**src/rtl/me_search_controller.sv**
```systemverilog
// Full-search block-matching sequencer: one N x N reference block against every
// candidate of a (2N-1) x (2N-1) window, one pixel per clock, with hold/abort/drain.
module me_search_controller #(
   parameter  int N   = 16,
   localparam int LN  = $clog2(N),
   localparam int CW  = 3*LN + 1,
   localparam int SAW = 2*LN + 2
) (
   input  logic           clock,
   input  logic           reset_n,
   input  logic           start,
   input  logic           hold,
   input  logic           abort,
   output logic           busy,
   output logic           done,
   output logic           comp_start,
   output logic [N-1:0]   new_dist,
   output logic [N-1:0]   pe_ready,
   output logic [N-1:0]   s1s2_mux,
   output logic [LN:0]    vector_x,
   output logic [LN:0]    vector_y,
   output logic [2*LN-1:0] address_r,
   output logic [SAW-1:0] address_s1,
   output logic [SAW-1:0] address_s2
);

   typedef enum logic {IDLE, RUN} state_t;

   localparam int            T    = N*(N*N + 1);
   localparam logic [CW-1:0] LAST = CW'(T - 1);

   state_t        state_q, state_d;
   logic [CW-1:0] count_q, count_d;
   logic          done_q, done_d;

   // NOTE: sequential state uses non-blocking assignments so every register
   // samples the values from before this edge, regardless of block ordering.
   always_ff @(posedge clock or negedge reset_n) begin
      if (!reset_n) begin
         state_q <= IDLE;
         count_q <= '0;
         done_q  <= 1'b0;
      end else begin
         state_q <= state_d;
         count_q <= count_d;
         done_q  <= done_d;
      end
   end

   // NOTE: every variable gets a default before the case so no path leaves one
   // unassigned, which would otherwise infer a latch.
   always_comb begin
      state_d = state_q;
      count_d = count_q;
      done_d  = 1'b0;
      case (state_q)
         IDLE: begin
            if (start && !abort) begin
               state_d = RUN;
               count_d = '0;
            end
         end
         RUN: begin
            // abort wins over hold and over the terminal count
            if (abort) begin
               state_d = IDLE;
               count_d = '0;
            end else if (!hold) begin
               if (count_q == LAST) begin
                  state_d = IDLE;
                  count_d = '0;
                  done_d  = 1'b1;
               end else begin
                  count_d = count_q + 1'b1;
               end
            end
         end
      endcase
   end

   function automatic logic [SAW-1:0] search_addr(input logic [LN:0]   v,
                                                  input logic [LN-1:0] row,
                                                  input logic [LN-1:0] col);
      return (SAW'(v) + SAW'(row)) * SAW'(2*N - 1) + SAW'(col);
   endfunction

   logic [CW-1:0]  count_t;
   logic [LN-1:0]  col, row, col_t, row_t;
   logic [LN:0]    v, v_t;
   logic           running;

   assign running = (state_q == RUN);
   assign col     = count_q[LN-1:0];
   assign row     = count_q[2*LN-1:LN];
   assign v       = count_q[CW-1:2*LN];
   // Second search port trails the first by N pixels (the next PE column).
   assign count_t = count_q - CW'(N);
   assign col_t   = count_t[LN-1:0];
   assign row_t   = count_t[2*LN-1:LN];
   assign v_t     = count_t[CW-1:2*LN];

   always_comb begin
      comp_start = 1'b0;
      new_dist   = '0;
      pe_ready   = '0;
      s1s2_mux   = '0;
      vector_x   = '0;
      vector_y   = '0;
      address_r  = '0;
      address_s1 = '0;
      address_s2 = '0;
      if (running) begin
         address_r  = count_q[2*LN-1:0];
         address_s1 = search_addr(v, row, col);
         if (count_q >= CW'(N))
            address_s2 = search_addr(v_t, row_t, col_t) + SAW'(N);
         comp_start = (count_q >= CW'(N*N));
         for (int i = 0; i < N; i++) begin
            new_dist[i] = (count_q[2*LN-1:0] == (2*LN)'(i));
            s1s2_mux[i] = (col >= LN'(i));
         end
         pe_ready   = comp_start ? new_dist : '0;
         vector_x   = {1'b0, col} - (LN+1)'(N/2);
         vector_y   = v - (LN+1)'(N/2 + 1);
      end
   end

   assign busy = running;
   assign done = done_q;

endmodule
```
**config.mk**
```make
export PLATFORM = sky130hd
export DESIGN_NAME = me_search_controller
export DESIGN_NICKNAME = d
export VERILOG_FILES = /design/src/rtl/me_search_controller.sv
export SDC_FILE = /design/constraint.sdc
export NUM_CORES = 1
export LEC_CHECK = 0
export CAP_MARGIN = 20
export CORE_MARGIN = 1
export CORE_UTILIZATION = 45
export DETAILED_ROUTE_END_ITERATION = 6
export PLACE_DENSITY = 0.79
export SLEW_MARGIN = 20
export SYNTH_ARGS = -nofsm -noshare
export SYNTH_HDL_FRONTEND = slang
export SYNTH_SLANG_ARGS = --single-unit
export TNS_END_PERCENT = 20
```
**constraint.sdc**
```tcl
create_clock -name clock -period 8.3 [get_ports clock]
set_input_delay 1.245 -clock clock [delete_from_list [all_inputs] [get_ports clock]]
set_output_delay 1.245 -clock clock [all_outputs]
set_load 0.005 [all_outputs]
```
== Word-level counts from Yosys, hierarchy flattened ==
Cells that the tools add are included.

* Register bits: 15
* Bits in latches: 0
* Bits in writable memories: 0
* Bits in read-only memories: 0
* Bits of input ports: 5
* Output and inout bits: 89
* Word-level logic and storage cells: 80
* Memories: 0

* $add $sub $neg: 9
* Multipliers: 2
* Div/mod/pow operators: 0
* Order comparisons: 18
* Equal/unequal tests: 18
* Shifts and indexed selects: 0
* Multiplexer cells: 25
* Bitwise gates (word level): 1
* Reductions and logical operators: 4

{| class="wikitable"
|+ Operators with widths
! operator !! count
|-
| 8-bit by 4-bit equality test with 1-bit output, second input constant || 8
|-
| 16-bit two-way mux || 4
|-
| 13-bit two-way mux || 4
|-
| 8-bit by 3-bit equality test with 1-bit output, second input constant || 4
|-
| 4-bit >= comparator, second input constant || 8
|-
| 10-bit two-way mux || 3
|-
| 13-bit one-hot mux with 2 select lines || 1
|-
| 10-bit by 4-bit adder with 10-bit output || 2
|-
| 6-bit by 5-bit multiplier with 10-bit output, second input constant || 2
|-
| 8-bit by 2-bit equality test with 1-bit output, second input constant || 2
|-
| 4-bit by 3-bit >= comparator with 1-bit output, second input constant || 4
|-
| 13-bit by 1-bit adder with 13-bit output, second input constant || 1
|-
| 13-bit equality test, second input constant || 1
|-
| 13-bit by 5-bit >= comparator with 1-bit output, second input constant || 1
|-
| 13-bit by 9-bit >= comparator with 1-bit output, second input constant || 1
|-
| 13-bit by 5-bit subtractor with 13-bit output, second input constant || 1
|-
| 5-bit by 4-bit adder with 6-bit output || 2
|-
| 10-bit by 5-bit adder with 10-bit output, second input constant || 1
|-
| 5-bit two-way mux || 2
|-
| 1-bit two-way mux || 9
|-
| 8-bit by 1-bit equality test with 1-bit output, second input constant || 1
|-
| 4-bit by 1-bit >= comparator with 1-bit output, second input constant || 2
|-
| 4-bit by 2-bit >= comparator with 1-bit output, second input constant || 2
|-
| 8-bit logical NOT || 1
|-
| 10 further kinds || 10
|}

== Logic depth before layout (Yosys ltp) ==
Gate-level depths: netlist of run 1.

* Depth after elaboration: 7
* Depth in mapped cells: 23
* Mapped depth without buffers: 22

== Worst setup path before layout of run 1 ==
OpenSTA, ideal clock, no wires.

* Path type: register to output
* Start: register count_q[5]
* End: output port address_s2[9]
* Data arrival time: 5,304 ps
* Data required time: 7,055 ps
* Slack: 1,751 ps
* Cell stages (with the launch flop): 20
* Buffers on the path: 0
* Cells stage by stage: dfrtp_1 inv_1 ha_1 nor3b_1 xnor2_1 ha_1 fa_1 a21o_1 a21oi_1 xnor3_2 xnor2_1 fa_1 fa_1 inv_1 ha_1 or4_1 o22ai_1 xnor2_1 o31a_1 o21ba_1

* Longest elaborated chain between the ends: 7
* Elaborated cells on any way between the ends: 8
* Classes of those cells: add/sub: 4; mul: 1; order compare: 1; mux: 2

{| class="wikitable"
|+ Ends and longest elaborated chain
! what !! line !! RTL
|-
| start: declaration || 33 || <nowiki>logic [CW-1:0] count_q, count_d;</nowiki>
|-
| start signal: assignment || 45 || <nowiki>count_q <= count_d;</nowiki>
|-
| 13-bit by 5-bit subtractor with 13-bit output || 97 || <nowiki>assign count_t = count_q - CW'(N);</nowiki>
|-
| 5-bit by 4-bit adder with 6-bit output || 84 || <nowiki>return (SAW'(v) + SAW'(row)) * SAW'(2*N - 1) + SAW'(col);</nowiki>
|-
| 6-bit by 5-bit multiplier with 10-bit output || 84 ||
|-
| 10-bit by 4-bit adder with 10-bit output || 84 ||
|-
| 10-bit by 5-bit adder with 10-bit output || 116 || <nowiki>address_s2 = search_addr(v_t, row_t, col_t) + SAW'(N);</nowiki>
|-
| 10-bit two-way mux * || 115 || <nowiki>if (count_q >= CW'(N))</nowiki>
|-
| 10-bit two-way mux * || 112 || <nowiki>if (running) begin</nowiki>
|-
| end: declaration || 24 || <nowiki>output logic [SAW-1:0] address_s2</nowiki>
|}

Mark *: on every way between the ends. The rest lies on a longest branch, timed or not.

== Worst setup path in the final report of run 1 ==
Ends and elaborated chain as after synthesis.

==> metrics.md, run 1 <==
| Metric | Value |
|---|---|
| Antenna violations before repair | 0 |
| Die Span Y | approximately 90 um |
| Final setup fails | 0 |
| Commonest cells post-synth | ha_1 (64), inv_1 (62), nor2_1 (57) |
| Port Buffer Count | 93 |
| CTS buffer count | 3 |
| Post-cts gate resize count | 0 |
| Global-route wire length before repair | 15900 um |
| Die area | approximately 8500 um^2 |
| Worst setup SP type | register |
| Reg clk slew, reported paths | approximately 0.06 ns |
| Hold Worst Slack | between 0.6 and 0.7 ns |
| Clock Root Buffer | clkbuf_8 |
| Fmax | between 100 and 150 MHz |
| Starting Density | 0.470 |
| Yosys warns | 0 |
| Hold Crit Start | count_q[4] |
| Via count | around 3500 |
| Register Area | ~380 um^2 |
| Yosys cell types | 46 |
| Final Hold Viols | 0 |
| Setup Skew | 0.00458 ns |
| Largest net degree at the start of global routing | 29 |
| Core area | between 7000 and 8000 um^2 |
| Layout area overhead | 27.5% |
| Worst VDD drop | 0.0740 mV |
| DRC | 0 |
| Filler cells | ~690 |
| Hold EP | count_q[4] |
| Number of synthesized flops with an enable pin | 0 |
| DIE WIDTH | 92.1 um |
| Static Leak | about 2.3 nW |
| CP Class | reg2out |
| Seq/Total Area, Yosys | 0.103 |
| Multi-input logic area | roughly 3000 um^2 |
| Count of TritonRoute iterations in the first routing pass | 5 |
| Worst setup EP type | output port |
| Final worst-path cycle share | 0.923 |
| CTS tree | yes |
| Top cell type's share of synthesized area | 0.219 |
| Max Cap Viol | 0 |
| Vias per cell | approximately 5.4 |
| Clock sink count | 15 |
| Asr flop ratio synth | 1.00 |
| Syn Area/Cell | roughly 8 um^2 |
| Status | completed |
| Max clock buf depth | 2 |
| WP data arrival | between 6 and 7 ns |
| Grt total ovfl | 0 |
| Crit-path max FO | 9 |
| Launching point of the worst reg2reg path | count_q[8] |
| Routability cong. | between 0.9 and 1 |
| Power per Cell Area | between 30 and 40 nW/um^2 |
| Vias in the first global route | ~3400 |
| Clock H-tree levels | 1 |
| Worst Tran Pin Value | 0.872 ns |
| Wire length per cell | between 10 and 15 um |
| Post-CTS setup buffer count | 0 |
| Layout cell share with drive strength beyond 1 | 0.0222 |
| Cts-stage hold buffer count | 0 |
| Synth Cell Area | approximately 3600 um^2 |
| GRT Overall Usage | 0.228 |
| Yosys reg bits | 15 |
| Syn nets | about 560 |
| Post-synth top flop | dfrtp_1 |
| WHS Path Cells | 1 |
| RR Endpoint | count_q[10] |
| # IOs | 94 |
| Placed insts | roughly 640 |
| Antenna viol nets, final | 0 |
| RSZ-0062 raised after global routing | false |
| Cells after Synth | about 460 |
| Min cycle time layout | ~7.7 ns |
| Post-DP HPWL | 7570 um |
| Row cnt | 32 |
| Setup TNS | 0 ns |
| Fin nets | around 640 |
| Number of DRC markers in iteration 0 | 204 |
| Slew Viols, Final | 0 |
| Layout Cells excl Fill | approximately 640 |
| Relative slew margins | 0.418 |
| Core Util, Final | 0.599 |
| Detailed Route WL | around 9400 um |
| Largest cells by area after synthesis | ha_1 (22%), fa_1 (14%), dfrtp_1 (10%) |
| Worst hold path type | reg2reg |
| Final antenna diode count | 0 |
| R2r worst-path depth | 8 |
| Count leader, synth | ha_1 |
| Skew-Pair Late Insertion Delay | roughly 0.25 ns |
| Reg2Reg Setup Slack | approximately 5.7 ns |
| Worst endpoint required time | 7.05 ns |
| Synth area leader | ha_1 |
## critical path, cell delays in order, from the launching register on
cell and delay, ns:
dfrtp_1 0.49, inv_1 0.15, ha_1 0.20, or3b_1 0.50
a21oi_1 0.22, xor2_1 0.09, ha_1 0.35, a21oi_1 0.11
xnor2_1 0.62, xnor2_1 0.22, xnor2_1 0.28, fa_1 0.48
fa_1 0.54, inv_1 0.04, ha_1 0.22, or4_1 0.51
o22ai_1 0.19, xnor2_1 0.18, o31a_1 0.17, o21ba_1 0.11
clkdlybuf4s50_1 0.49
## cell type report
| cell class | instances | share of cell area |
|---|---|---|
| Clock buffer | 4 | 0.00968 |
| Multi-Input combinational cell | 366 | 0.630 |
| Tap cell | 102 | 0.0274 |
| Sequential cell | 15 | 0.0807 |
| Timing Repair Buffer | 94 | 0.202 |
| Inverter | 62 | 0.0500 |
## logic make-up (layout without fill, tap and decap cells)
family | Yosys count | in the layout | share of synthesized area
AOI/OAI and AO/OA | 77 | 77 | 0.133
xor gates and xnor gates | 34 | 34 | 0.0857
adders and majority gates | 91 | 91 | 0.365
buffers and inverters | 82 | 160 | 0.0936
DFF | 15 | 15 | 0.103
muxes | 1 | 1 | 0.00274
and+or+nand+nor | 163 | 163 | 0.217
## sequential cells by signal (all words and copies together) (netlist names)
name	count
done	1
count_q	13
busy	1
## cell usage in the layout, fill, tap and decap left out, types with 9 or more instances in the layout
master           instances
inv_1                   62
xnor2_1                 19
xor2_1                  14
nand3_1                  9
dfrtp_1                 15
fa_1                    26
a21oi_1                 22
nand2_1                 27
and3_1                  14
o21ai_0                 24
clkdlybuf4s50_1         93
nor3_1                  13
nor2_1                  57
a21o_1                   9
ha_1                    64
## where the power goes
group          switching [mW]  leakage (nW)  total (mW)  internal (mW)
clock network          0.0264        0.0228      0.0605         0.0340
logic                  0.0213          2.04      0.0386         0.0172
registers             0.00530         0.207      0.0795         0.0742
## worst max-delay path by stage
stage                    end  slack [ns]  cells past startpoint        from
6_report       address_s2[9]        0.64                     20  count_q[5]
5_1_grt        address_s2[9]        0.06                     20  count_q[5]
4_1_cts        address_s2[9]        0.66                     20  count_q[5]
3_5_place_dp   address_s2[9]        0.97                     20  count_q[5]
3_3_place_gp   address_s2[9]        1.08                     20  count_q[5]
2_1_floorplan  address_s2[9]        1.75                     19  count_q[5]
## per-layer routing
metal  part of all wire  routed length [um]  global-route usage
met5                  0                   0                   0
met1               0.47                4380               0.316
met2               0.45                4240               0.376
met4              0.019                 182              0.0482
met3              0.064                 605              0.0315
## stage by stage
| step | instance area (um^2) | total power, mW | setup WS [ns] |
|---|---|---|---|
| after floorplan | 3650 | 0.0990 | 1.75 |
| after global placement | 4610 | 0.118 | 1.08 |
| after detailed placement | 4610 | 0.119 | 0.969 |
| after CTS | 4650 | 0.178 | 0.663 |
| after global routing | 4650 | 0.186 | 0.0602 |
| final | 4650 | 0.179 | 0.636 |
Note: power is estimated with default switching activity, not from simulation.
==> inputs of run 2 (changes only) <==
Settings changed: SKIP_LAST_GASP set to 1.
==> results of run 2 <==
Final layout, timing and power as in run 1 (identical DEF).
==> inputs of run 3 (changes only) <==
Settings changed: SKIP_CTS_REPAIR_TIMING set to 1.
==> results of run 3 <==
Final layout, timing and power as in run 1 (identical DEF).
